### src/rtl/integration_pkg.sv
// Shared constants and FSM state type for the AHB bus arbiter.
package integration_pkg;

  localparam int MASTER_NUMBER  = 4;
  localparam int DEFAULT_MASTER = MASTER_NUMBER - 1;

  typedef enum logic [1:0] {
    ARB       = 2'd0,
    LOCKED    = 2'd1,
    LOCK_TAIL = 2'd2
  } arb_state_t;

endpackage

### src/rtl/ahb_priority_encoder.sv
// Fixed-priority select: lowest set index wins, else the top master.
module ahb_priority_encoder
  import integration_pkg::*;
#(
  parameter int master_number = MASTER_NUMBER
) (
  input  logic [master_number-1:0] i_req,
  output logic [master_number-1:0] o_grant,
  output logic [3:0]               o_index
);

  logic       w_found;
  logic [3:0] w_index;

  always_comb begin
    w_found = 1'b0;
    w_index = 4'(master_number - 1);
    for (int i = 0; i < master_number; i++) begin
      if (!w_found && i_req[i]) begin
        w_found = 1'b1;
        w_index = 4'(i);
      end
    end
  end

  always_comb begin
    o_grant = '0;
    for (int i = 0; i < master_number; i++) begin
      if (w_index == 4'(i)) o_grant[i] = 1'b1;
    end
  end

  assign o_index = w_index;

endmodule

### src/rtl/ahb_bus_arbiter.sv
// Fixed-priority AHB arbiter with locked-transfer hold and one-beat tail.
module ahb_bus_arbiter
  import integration_pkg::*;
#(
  parameter int master_number = MASTER_NUMBER
) (
  input  logic                     hclk,
  input  logic                     hreset,
  input  logic [master_number-1:0] hbusreq,
  input  logic [master_number-1:0] hlock,
  input  logic                     hready,
  output logic [master_number-1:0] hgrant,
  output logic [3:0]               hmaster,
  output logic                     hmastlock
);

  localparam logic [3:0] DEF_IDX = 4'(master_number - 1);

  arb_state_t               r_state;
  logic [master_number-1:0] r_hgrant;
  logic [3:0]               r_hmaster;
  logic                     r_hmastlock;

  logic [master_number-1:0] w_pe_grant;
  logic [3:0]               w_pe_index;
  logic [3:0]               w_gidx;
  logic                     w_greq;
  logic                     w_glock;

  ahb_priority_encoder #(
    .master_number(master_number)
  ) u_pe (
    .i_req  (hbusreq),
    .o_grant(w_pe_grant),
    .o_index(w_pe_index)
  );

  always_comb begin
    w_gidx = '0;
    for (int i = 0; i < master_number; i++) begin
      if (r_hgrant[i]) w_gidx = w_gidx | 4'(i);
    end
  end

  assign w_greq  = |(r_hgrant & hbusreq);
  assign w_glock = |(r_hgrant & hlock);

  always_ff @(posedge hclk) begin
    if (hreset) begin
      r_state     <= ARB;
      r_hgrant    <= '0;
      r_hgrant[master_number-1] <= 1'b1;
      r_hmaster   <= DEF_IDX;
      r_hmastlock <= 1'b0;
    end else if (hready) begin
      r_hmaster   <= w_gidx;
      r_hmastlock <= w_glock;
      case (r_state)
        ARB: begin
          if (w_greq && w_glock) r_state  <= LOCKED;
          else                   r_hgrant <= w_pe_grant;
        end
        LOCKED: begin
          if (!(w_greq && w_glock)) r_state <= LOCK_TAIL;
        end
        LOCK_TAIL: r_state <= ARB;
        default:   r_state <= ARB;
      endcase
    end
  end

  assign hgrant    = r_hgrant;
  assign hmaster   = r_hmaster;
  assign hmastlock = r_hmastlock;

  logic w_unused;
  assign w_unused = ^w_pe_index;

endmodule

### config.mk
export PLATFORM = sky130hd
export DESIGN_NAME = ahb_bus_arbiter
export DESIGN_NICKNAME = d
export VERILOG_FILES = /design/src/rtl/integration_pkg.sv /design/src/rtl/ahb_priority_encoder.sv /design/src/rtl/ahb_bus_arbiter.sv
export SDC_FILE = /design/constraint.sdc
export NUM_CORES = 1
export LEC_CHECK = 0
export ABC_AREA = 1
export ABC_CLOCK_PERIOD_IN_PS = 1300
export CORE_AREA = 10 10 47 49
export CTS_BUF_LIST = sky130_fd_sc_hd__clkbuf_4 sky130_fd_sc_hd__clkbuf_8
export CTS_CLUSTER_DIAMETER = 100
export DETAILED_ROUTE_END_ITERATION = 7
export DIE_AREA = 0 0 57 59
export DONT_BUFFER_PORTS = 1
export PLACE_DENSITY = 0.5
export SETUP_SLACK_MARGIN = 0.15
export SLEW_MARGIN = 20
export SYNTH_ARGS = -nofsm -noshare
export SYNTH_HDL_FRONTEND = slang
export SYNTH_SLANG_ARGS = --single-unit
### constraint.sdc
create_clock -name hclk -period 1.3 [get_ports hclk]
set_clock_uncertainty 0.15 [all_clocks]
set_input_delay 0.26 -clock hclk [delete_from_list [all_inputs] [get_ports hclk]]
set_output_delay 0.26 -clock hclk [all_outputs]
set_load 0.1 [all_outputs]
Yosys cells after proc, flatten, opt, wreduce, memory -nomap -nowiden
Cells that the tools add are included.
{ "classes": {"n_eq_ne": 6, "muxes": 17, "n_bitwise": 3, "n_reduce_logical": 13} }
{ "op_table": {"columns": ["op", "n"], "rows": [
  ["$mux W2", 8],
  ["$and A4 B4 Y4", 2],
  ["$mux W1", 8],
  ["$reduce_or A4 Y1", 2],
  ["$reduce_and A3 Y1", 2],
  ["$eq A2 B1 Y1 const B", 2],
  ["$eq A2 B2 Y1 const B", 2],
  ["$logic_and A1 B1 Y1", 4],
  ["$logic_not A4 Y1", 1],
  ["$ne A2 B2 Y1 const B", 2],
  ["$pmux W2 S2", 1],
  ["$logic_not A1 Y1", 3],
  ["$logic_not A2 Y1", 1],
  ["$not A1 Y1", 1]
]} }
{ "word_totals": {"register_bits": 11, "input_bits": 11, "wordCells": 43} }

Depth between registers and ports, before layout
{ "logic_depth": {"word_depth": 12, "ltp_mapped": 9} }

Hierarchy
From an unflattened synthesis, not the netlist that was laid out.
{ "unflattened": {"hier_cells": 85, "area_unflattened_um2": 521.8} }
{ "by_module_without_submodules": {"columns": ["mod", "n_inst", "cells_per_inst", "area_per_inst_um2", "seq_area_each_um2"], "rows": [
  ["ahb_bus_arbiter", 1, 70, 455.4, 180.2],
  ["ahb_priority_encoder", 1, 15, 66.3, 0.0]
]} }

Least setup slack after synthesis
OpenSTA, ideal clock, no wires.
{ "synth_path": {"kind": "register -> register", "from": "reg r_hgrant[1] (netlist: hgrant[1])", "to": "reg r_hgrant[1] (netlist: hgrant[1])", "setup_ps": 114, "t_arrival_ps": 1548, "setup_slack_ps": -512, "stages_incl_launch_ff": 10, "path_cell_list": "dfxtp_1 > nand2_1 > nand2_1 > inv_2 > nand2_4 > nand2_4 > nand2_4 > nand2_2 > nand2_1 > nor2_2"} }
{ "synth_between": {"elab_chain_cells": 5, "elab_cells_between_ends": 7} }
{ "synth_rtl": {"columns": ["element", "line", "rtl"], "rows": [
  ["from (decl)", "ahb_bus_arbiter.sv:20", "logic [master_number-1:0] r_hgrant;"],
  ["from (signal assigned)", "ahb_bus_arbiter.sv:61", "else r_hgrant <= w_pe_grant;"],
  ["$and A4 B4 Y4 (on tied branches)", "ahb_bus_arbiter.sv:45, ahb_bus_arbiter.sv:46", null],
  ["$reduce_or A4 Y1 (on tied branches)", "ahb_bus_arbiter.sv:45, ahb_bus_arbiter.sv:46", null],
  ["$logic_and A1 B1 Y1 (*)", "ahb_bus_arbiter.sv:60", "if (w_greq && w_glock) r_state <= LOCKED;"],
  ["$not A1 Y1 (no source line) (*)", null, null],
  ["$reduce_and A3 Y1 (no source line) (*)", null, null]
]} }
Every way passes the cells marked *; elsewhere a longest branch is shown, timed or not.
A chain may end at the register's enable or synchronous reset.

Worst setup path in the final report
{ "layout_path": {"from": "reg r_hgrant[2] (netlist: hgrant[2])", "to": "out hgrant[2]"} }
{ "layout_lines": {"columns": ["element", "line", "rtl"], "rows": [
  ["to (decl)", "ahb_bus_arbiter.sv:12", "output logic [master_number-1:0] hgrant,"]
]} }
No word-level cell between the ends.

==> flow_metrics.tcl <==
set metrics [dict create \
    hold_ws_ns 0.02068 \
    min_period_ns 1.236 \
    yosys.cell_types.count 16 \
    area_growth_pct 53.47 \
    wl_per_cell_um 12.84 \
    pre_cts_slack_ns 0.08729 \
    antenna_found_initial 0 \
    p_total_w 0.001126 \
    p_leak_nw 0.3507 \
    yosysTopAreaCellShare_pct 35.64 \
    vias_per_cell 4.804 \
    reg2reg_depth 9 \
    rrSetupSlack_ns 0.11 \
    syn_inst 73 \
    first_iter_violations 10 \
    synthesis.area_sq_um 505.5 \
    pwr-share-clk_pct 20.9 \
    critPathCaptureType "output port" \
    required_ns 0.89 \
    ir_drop_uv 595.7 \
    die_x_um 57 \
    cp_slowest_cell "dfxtp_4" \
    grt_pass1_vias 487 \
    via_count 490 \
    ctsHtreeMaxLevel 1 \
    synth_area_leader_cell "dfxtp_1" \
    grt_use_total_pct 8.163 \
    crit_type "reg2out" \
    max_freq_ghz 0.8093 \
    met3_usage_pct 3.648 \
    min_path_cells 2 \
    fillCellCount 128 \
    use_met2_pct 13.18 \
    synth_top_family_by_area "simple AND/OR/NAND/NOR gates" \
    crit_path_cell_trace "buf_12" \
    cts-buffers-inserted 3 \
    synth_mux_area_share_pct 0 \
    syn_area_per_cell_sq_um 6.924 \
    grt_pass1_wl_mm 2.208 \
    path_buf_inv 1 \
    synth_xor_area_share_pct 0 \
    critPathMaxStageDelay_ns 0.39 \
    finalHoldViolCount 0 \
    fin_ws_ns 0.06437 \
    globalRouteOverflowTotal 0 \
    globalRouteMet1Util_pct 8.544 \
    core_sq_um 1401 \
    rsz0062_at_grt "true" \
    final_area_sq_um 775.7 \
    io_pins 20 \
    synth-seq-cells 9 \
    arrival_ns 0.83 \
    start_kind "flip-flop" \
    worstPathMaxFanout 5 \
    yosysWarnings 0 \
    grt.busiest_layer "met2" \
    sequentialPowerShare_pct 31.6 \
    cts_buffer_depth 2 \
    hold_path_class "in2reg" \
    power_density_nw_per_um2 1452 \
    die_h_um 59 \
    synthAdderAreaFrac_pct 0 \
    switchingPower_w 0.0004947 \
    fp-row-count 14 \
    dpl_cell_area_sq_um 640.6 \
    start_util_pct 36.07 \
    final_cell_mix "nand2_1, inv_1, buf_12" \
    io_buffers 0 \
    synth.area.top_cells "dfxtp_1, nand2_1, nand3_1" \
    period_share_pct 95.05 \
    setup_viol 0 \
    fin_nets 98 \
    critPathTopFamily "flip-flops" \
    cap_violations 0 \
    finalMaxSlewViolations 0 \
    path_depth 1 \
    netSwitchingFraction_pct 43.92 \
    internal_power_w 0.0006317 \
    cts-root-buf "clkbuf_4" \
    antenna_cells 0 \
    synth-seq-area-share_pct 35.64 \
    cts.sinks 9 \
    antenna_left 0 \
    drive_above_1_share_pct 46.51 \
    synth_compound_area_share_pct 8.168 \
    grt_max_degree 8 \
    yosys.area_share.simple_pct 44.31 \
    firstDrtPassIters 5 \
    clkTransAtPathRegs_ns 0.06 \
    cts_tree "built" \
    setup_tns_ns 0 \
    drc_errors 0 \
    status "finished clean" \
    routabilityCongestion 0.7986 \
    drt-total-wl_mm 1.310 \
    hpwl_mm 1.004 \
    die_area_sq_um 3363 \
    final_common_cell "nand2_1" \
    clock_latency_ns 0.26 \
    combPwrFrac_pct 47.5 \
]
## per-stage QoR
| step | utilization, % | instances |
|---|---|---|
| 2_1_floorplan | - | 74 |
| 3_3_place_gp | 45.71 | 95 |
| 3_5_place_dp | 45.71 | 95 |
| 4_1_cts | 55.09 | 102 |
| 5_1_grt | 55.36 | 102 |
| 6_report | 55.36 | 102 |
## sequential cells by signal (all words and copies together), names as in the netlist
signal	flops
hgrant	4
hmaster	2
hmastlock	1
r_state	2
## cell type report
class / instances / area, sq um / share of cell area [%]
clock buffer: 4 / 30.03 / 3.871
inverter: 11 / 41.29 / 5.323
multi-input combinational: 52 / 317.8 / 40.97
sequential: 9 / 198.9 / 25.65
tap: 16 / 20.02 / 2.581
timing repair buffer: 10 / 167.7 / 21.61
## cells in the mapped netlist
cell,instances
nand2_4,4
buf_4,2
dfxtp_1,9
a21oi_1,4
nor2_2,1
nor2_8,1
a31oi_1,1
nor2_1,4
conb_1,1
inv_1,7
nand2_2,2
o21ai_0,3
nand2_1,20
inv_2,4
nand3_1,9
nor3_1,1
## worst paths after layout
path / from / end
worst max-delay path: hgrant[2] / hgrant[2]
worst min-delay path: hready / hmaster[0]
worst max register to register: hgrant[2] / hgrant[1]
worst min register to register: r_state[1] / r_state[1]
## per-layer routing
metal | vias to the layer above | part of all wire (%)
met5 | - | 0
met4 | 0 | 1.1
met3 | 4 | 9.3
met2 | 13 | 47
met1 | 222 | 43
li1 | 251 | -
## timing repair
action                     4_1_cts  5_1_grt
setup buffers                    1        0
pin swaps                        3        1
resized for setup               17        1
hold buffers                     2        0
hold endpoints to repair         3        0
setup endpoints to repair       12       12
## power groups by stage
stage	combinational [W]	clock, W	sequential, W
5_1_grt	0.000563	0.000265	0.000362
3_5_place_dp	0.000455	0	0.000355
4_1_cts	0.000536	0.000245	0.000356
6_report	0.000535	0.000236	0.000356
3_3_place_gp	0.000453	0	0.000354
2_1_floorplan	0.000191	0	0.000528
## cells by family (layout without fill, tap and decap cells)
logic type	after synthesis	after routing
buf+inv	13	25
simple gates	42	42
flops	9	9
other cells	1	2
compound gates	8	8
Note: power is estimated with default switching activity, not from simulation.
